## config.mk

```make
export PLATFORM = sky130hd
export DESIGN_NAME = rptr_empty_fwft
export DESIGN_NICKNAME = d
export VERILOG_FILES = /design/src/rtl/rptr_empty_fwft.sv
export SDC_FILE = /design/constraint.sdc
export NUM_CORES = 1
export LEC_CHECK = 0
export ABC_AREA = 1
export BUFFER_PORTS_ARGS = -buffer_cell sky130_fd_sc_hd__clkbuf_2
export CAP_MARGIN = 10
export CORE_UTILIZATION = 40
export CTS_BUF_LIST = sky130_fd_sc_hd__clkbuf_16
export DETAILED_ROUTE_END_ITERATION = 6
export PLACE_DENSITY = 0.66
export SLEW_MARGIN = 20
export SYNTH_ARGS = -nofsm -noshare
export SYNTH_HDL_FRONTEND = slang
export SYNTH_SLANG_ARGS = --single-unit
```

## constraint.sdc

```tcl
create_clock -name rclk -period 3.3 [get_ports rclk]
set_input_delay 0.165 -clock rclk [delete_from_list [all_inputs] [get_ports rclk]]
set_output_delay 0.165 -clock rclk [all_outputs]
set_load 0.1 [all_outputs]
```

## src/rtl/rptr_empty_fwft.sv

```systemverilog
// rptr_empty_fwft: read pointer, empty/almost-empty flags and FWFT output
// register for the read side of an asynchronous FIFO.
// Optional feature macro: RLEVEL_EN (registered memory fill level on rlevel).
module rptr_empty_fwft #(
    parameter int ADDRSIZE = 4,
    parameter int DSIZE    = 8
) (
    input  logic                rclk,
    input  logic                rrst_n,
    input  logic [ADDRSIZE:0]   rq2_wptr,
    input  logic [DSIZE-1:0]    rdata,
    output logic [ADDRSIZE-1:0] raddr,
    output logic [ADDRSIZE:0]   rptr,
    output logic                rempty,
    output logic                arempty,
    output logic [DSIZE-1:0]    dout,
    output logic                dout_valid,
    input  logic                dout_ready,
    output logic [ADDRSIZE:0]   rlevel
);

    localparam logic [ADDRSIZE:0] ONE = {{ADDRSIZE{1'b0}}, 1'b1};

    logic [ADDRSIZE:0] rbin;
    logic [ADDRSIZE:0] rbinnext;
    logic [ADDRSIZE:0] rbinnextp1;
    logic [ADDRSIZE:0] rgraynext;
    logic [ADDRSIZE:0] rgraynextp1;
    logic              pop;

    // A word moves into dout whenever memory has one and dout is free or
    // being drained this cycle; this is what advances the read pointer.
    assign pop         = ~rempty & (~dout_valid | dout_ready);
    assign rbinnext    = rbin + (pop ? ONE : '0);
    assign rbinnextp1  = rbinnext + ONE;
    assign rgraynext   = (rbinnext >> 1) ^ rbinnext;
    assign rgraynextp1 = (rbinnextp1 >> 1) ^ rbinnextp1;
    assign raddr       = rbin[ADDRSIZE-1:0];

    // Pointer registers and flags, all computed from the next-state pointer
    // so the flags line up with the pointer they describe.
    always_ff @(posedge rclk or negedge rrst_n) begin
        if (!rrst_n) begin
            rbin    <= '0;
            rptr    <= '0;
            rempty  <= 1'b1;
            arempty <= 1'b1;
        end else begin
            rbin    <= rbinnext;
            rptr    <= rgraynext;
            rempty  <= (rgraynext == rq2_wptr);
            arempty <= (rgraynext == rq2_wptr) | (rgraynextp1 == rq2_wptr);
        end
    end

    // FWFT output register: refill on pop (no bubble on accept+refill),
    // otherwise drop valid when the consumer takes the word.
    always_ff @(posedge rclk or negedge rrst_n) begin
        if (!rrst_n) begin
            dout       <= '0;
            dout_valid <= 1'b0;
        end else if (pop) begin
            dout       <= rdata;
            dout_valid <= 1'b1;
        end else if (dout_ready) begin
            dout_valid <= 1'b0;
        end
    end

`ifdef RLEVEL_EN
    logic [ADDRSIZE:0] wbin;

    // Gray-to-binary of the synchronized write pointer: bit i is the XOR of
    // all Gray bits at or above i.
    for (genvar i = 0; i <= ADDRSIZE; i++) begin : g_g2b
        assign wbin[i] = ^(rq2_wptr >> i);
    end

    // Fill level uses the next read pointer so it is aligned with rempty.
    always_ff @(posedge rclk or negedge rrst_n) begin
        if (!rrst_n) rlevel <= '0;
        else         rlevel <= wbin - rbinnext;
    end
`else
    assign rlevel = '0;
`endif

endmodule

```

==> impl_metrics.py <==
metrics = {
    "run_status": {
        "outcome": "finished, violations left",
        "violations": "DRC",
    },
    "timing": {
        "period_minus_slack_ns": 2.523,
        "clock-skew-final_ns": 0.005921,
        "fin_tns_setup_ns": 0,
        "rsz0062_at_grt": "no",
        "finalMaxSlewViolations": 0,
        "finalSetupViolCount": 0,
        "final-hold-violation-count": 0,
        "relSlewSlack": 0.6364,
        "fin_crit_sh": 0.7647,
        "clock.fmax_mhz": 396.3,
        "tightest_slew_ns": 0.5477,
    },
    "cts": {
        "cts_tree": "yes",
        "cts.repair.resized": 0,
        "htree_levels": 1,
        "clock_sinks": 20,
        "clock_path_buffers": 2,
        "cts_buffers": 3,
        "clockRootBuffer": "clkbuf_16",
        "path_clk_slew_ns": 0.05,
        "clk_latency_ns": 0.25,
    },
    "setup_path": {
        "slowest_delay_ns": 0.42,
        "arrival_ns": 2.71,
        "worstPathRequired_ns": 3.48,
        "crit_fanout": 11,
        "crit_top_cell": "nand2_1",
        "crit_type": "register to register",
        "endpoint_kind": "register",
        "path_cells": "a21oi_2 > ha_1 > ha_1 > nor2_2 > nor2_8 > ha_1 > nand4_1 > nand2_1 > nand2_1 > nand2_1 > nand2_1 > nand2_1 > nand2_1 > o21ai_2",
        "cp_slowest_cell": "a21oi_2",
        "crit_path_start_kind": "register",
    },
    "logic_synthesis": {
        "async_flop_share": 1.000,
        "ys_types": 24,
        "yosys_warnings": 0,
        "synthMuxAreaShare": 0,
        "syn_inst": 162,
        "syn_area_um2": 1237,
        "synth-edff-count": 0,
        "synth_xor_area_frac": 0.04146,
        "synth_simple_gate_area_share": 0.3974,
        "synth_ff_type": "dfrtp_1",
        "synth_seq_cells": 20,
        "yosys.area_share.adder": 0.04044,
        "synth_top_family_by_area": "simple AND/OR/NAND/NOR gates",
        "ys_seq_area_frac": 0.4065,
        "synth_compound_area_frac": 0.01416,
        "syn_avg_cell_area_um2": 7.639,
    },
    "global_routing": {
        "grt_overflow_total": 0,
        "grt_max_degree": 21,
        "grt_pass1_wl_mm": 4.119,
        "grt_use_total": 0.1615,
        "grt_antenna_before_repair": 0,
        "grt_pass1_vias": 947,
    },
    "layout": {
        "layout-drive-gt1-share": 0.3015,
        "num_antenna_cells": 0,
        "design_area_um2": 1501,
        "fill_cells": 286,
        "fin_cells": 230,
        "layout_commonest_cell": "nand2_1",
        "final_cell_mix": "nand2_1, clkbuf_2, dfrtp_1",
        "final_util": 0.5263,
        "area_growth_pct": 21.33,
        "nets": 220,
    },
    "floorplanning": {
        "core.rowCount": 19,
        "fp.dieW_um": 57.62,
        "ios": 41,
        "core_area_um2": 2853,
        "die_area_um2": 3320,
        "die_height_um": 57.62,
        "start_util": 0.4338,
    },
    "drt": {
        "drtIter0Drc": 29,
        "wl_per_cell_um": 10.80,
        "drc_errors": 4,
        "drtPass1Iterations": 7,
        "ant_nets": 0,
        "num_vias": 1096,
        "wl_mm": 2.485,
        "viasPerCell": 4.765,
    },
    "placed_design": {
        "hpwl_mm": 1.987,
        "io_buffers": 35,
        "place_area_um2": 1413,
        "dp_cells": 225,
        "place_congestion": 0.7757,
    },
    "hold_path": {
        "hold_path_class": "input port to register",
    },
    "run": {
        "maxCapViolations": 0,
    },
}
kinds of logic (layout without fill, tap and decap cells):
| family | Yosys count | count (layout) |
|---|---|---|
| buf+inv | 24 | 57 |
| compound gates | 2 | 2 |
| other cells | 1 | 5 |
| flops | 20 | 20 |
| fa+ha+maj | 4 | 4 |
| simple gates | 106 | 106 |
| xor+xnor | 5 | 5 |
through the flow:
step	setup WS (ns)	hold slack, ns
after floorplan	0.5101	-0.1306
after global placement	0.8993	0.1556
after detailed placement	0.7996	0.1582
after CTS	0.7325	0.1208
after global routing	0.5703	0.1363
final	0.7765	0.1214
flip-flops by register name (all words and copies together) (netlist names):
signal and flops:
arempty 1, dout 8, dout_valid 1, rbin 5, rempty 1, rptr 4
worst max-delay path, delay by kind of cell, from the launching register on:
| family | cells | cell delay, ns |
|---|---|---|
| and+or+nand+nor | 9 | 0.81 |
| adders and majority gates | 3 | 0.70 |
| DFF | 1 | 0.40 |
| AOI/OAI and AO/OA | 2 | 0.54 |
cell usage after synthesis (2+ instances only):
cell type | number | area share
nand2_1 | 68 | 0.21
dfrtp_1 | 18 | 0.36
inv_1 | 15 | 0.045
nand3_1 | 14 | 0.057
nand2_2 | 9 | 0.045
buf_4 | 5 | 0.030
ha_1 | 4 | 0.040
nand4_1 | 4 | 0.020
nor2_1 | 4 | 0.012
nand3_2 | 3 | 0.024
dfstp_2 | 2 | 0.042
nor2_2 | 2 | 0.010
xnor2_1 | 2 | 0.014
xor2_1 | 2 | 0.014
layer usage:
layer | part of all wire | global-route usage
met1 | 0.46 | 0.2060
met4 | 0.015 | 0.07317
met3 | 0.048 | 0.01563
met2 | 0.47 | 0.2774
met5 | 0 | 0
layout make-up:
cell class	instances	area, um^2	share of cell area
timing repair buffer	36	185.2	0.1233
multi-input combinational	122	629.4	0.4192
tap	31	38.79	0.02583
clock buffer	3	75.07	0.05000
inverter	17	66.31	0.04417
sequential	20	503.0	0.3350
clock inverter	1	3.754	0.002500
path summary, 6_finish.rpt:
kind                                              from                      to  slack, ns  cells past startpoint
worst min-delay path                          rdata[1]     dout[1]$_DFFE_PN0P_       0.12                      3
worst max-delay path            dout_valid$_DFFE_PN0P_       arempty$_DFF_PN1_       0.78                     14
min in group asynchronous                       rrst_n     dout[0]$_DFFE_PN0P_       0.42                      2
max in group asynchronous                       rrst_n        rempty$_DFF_PN1_       2.51                      2
worst max register to register  dout_valid$_DFFE_PN0P_       arempty$_DFF_PN1_       0.78                     14
worst min register to register        rempty$_DFF_PN1_  dout_valid$_DFFE_PN0P_       0.46                      1
repair_timing:
item / CTS / global route
buffers inserted: 0 / 0
hold buffers: 1 / 0
endpoints found under the hold margin: 18 / 0
Power is not shown: default switching activity piles up to over one toggle a cycle in this logic, so the estimate is an artifact.
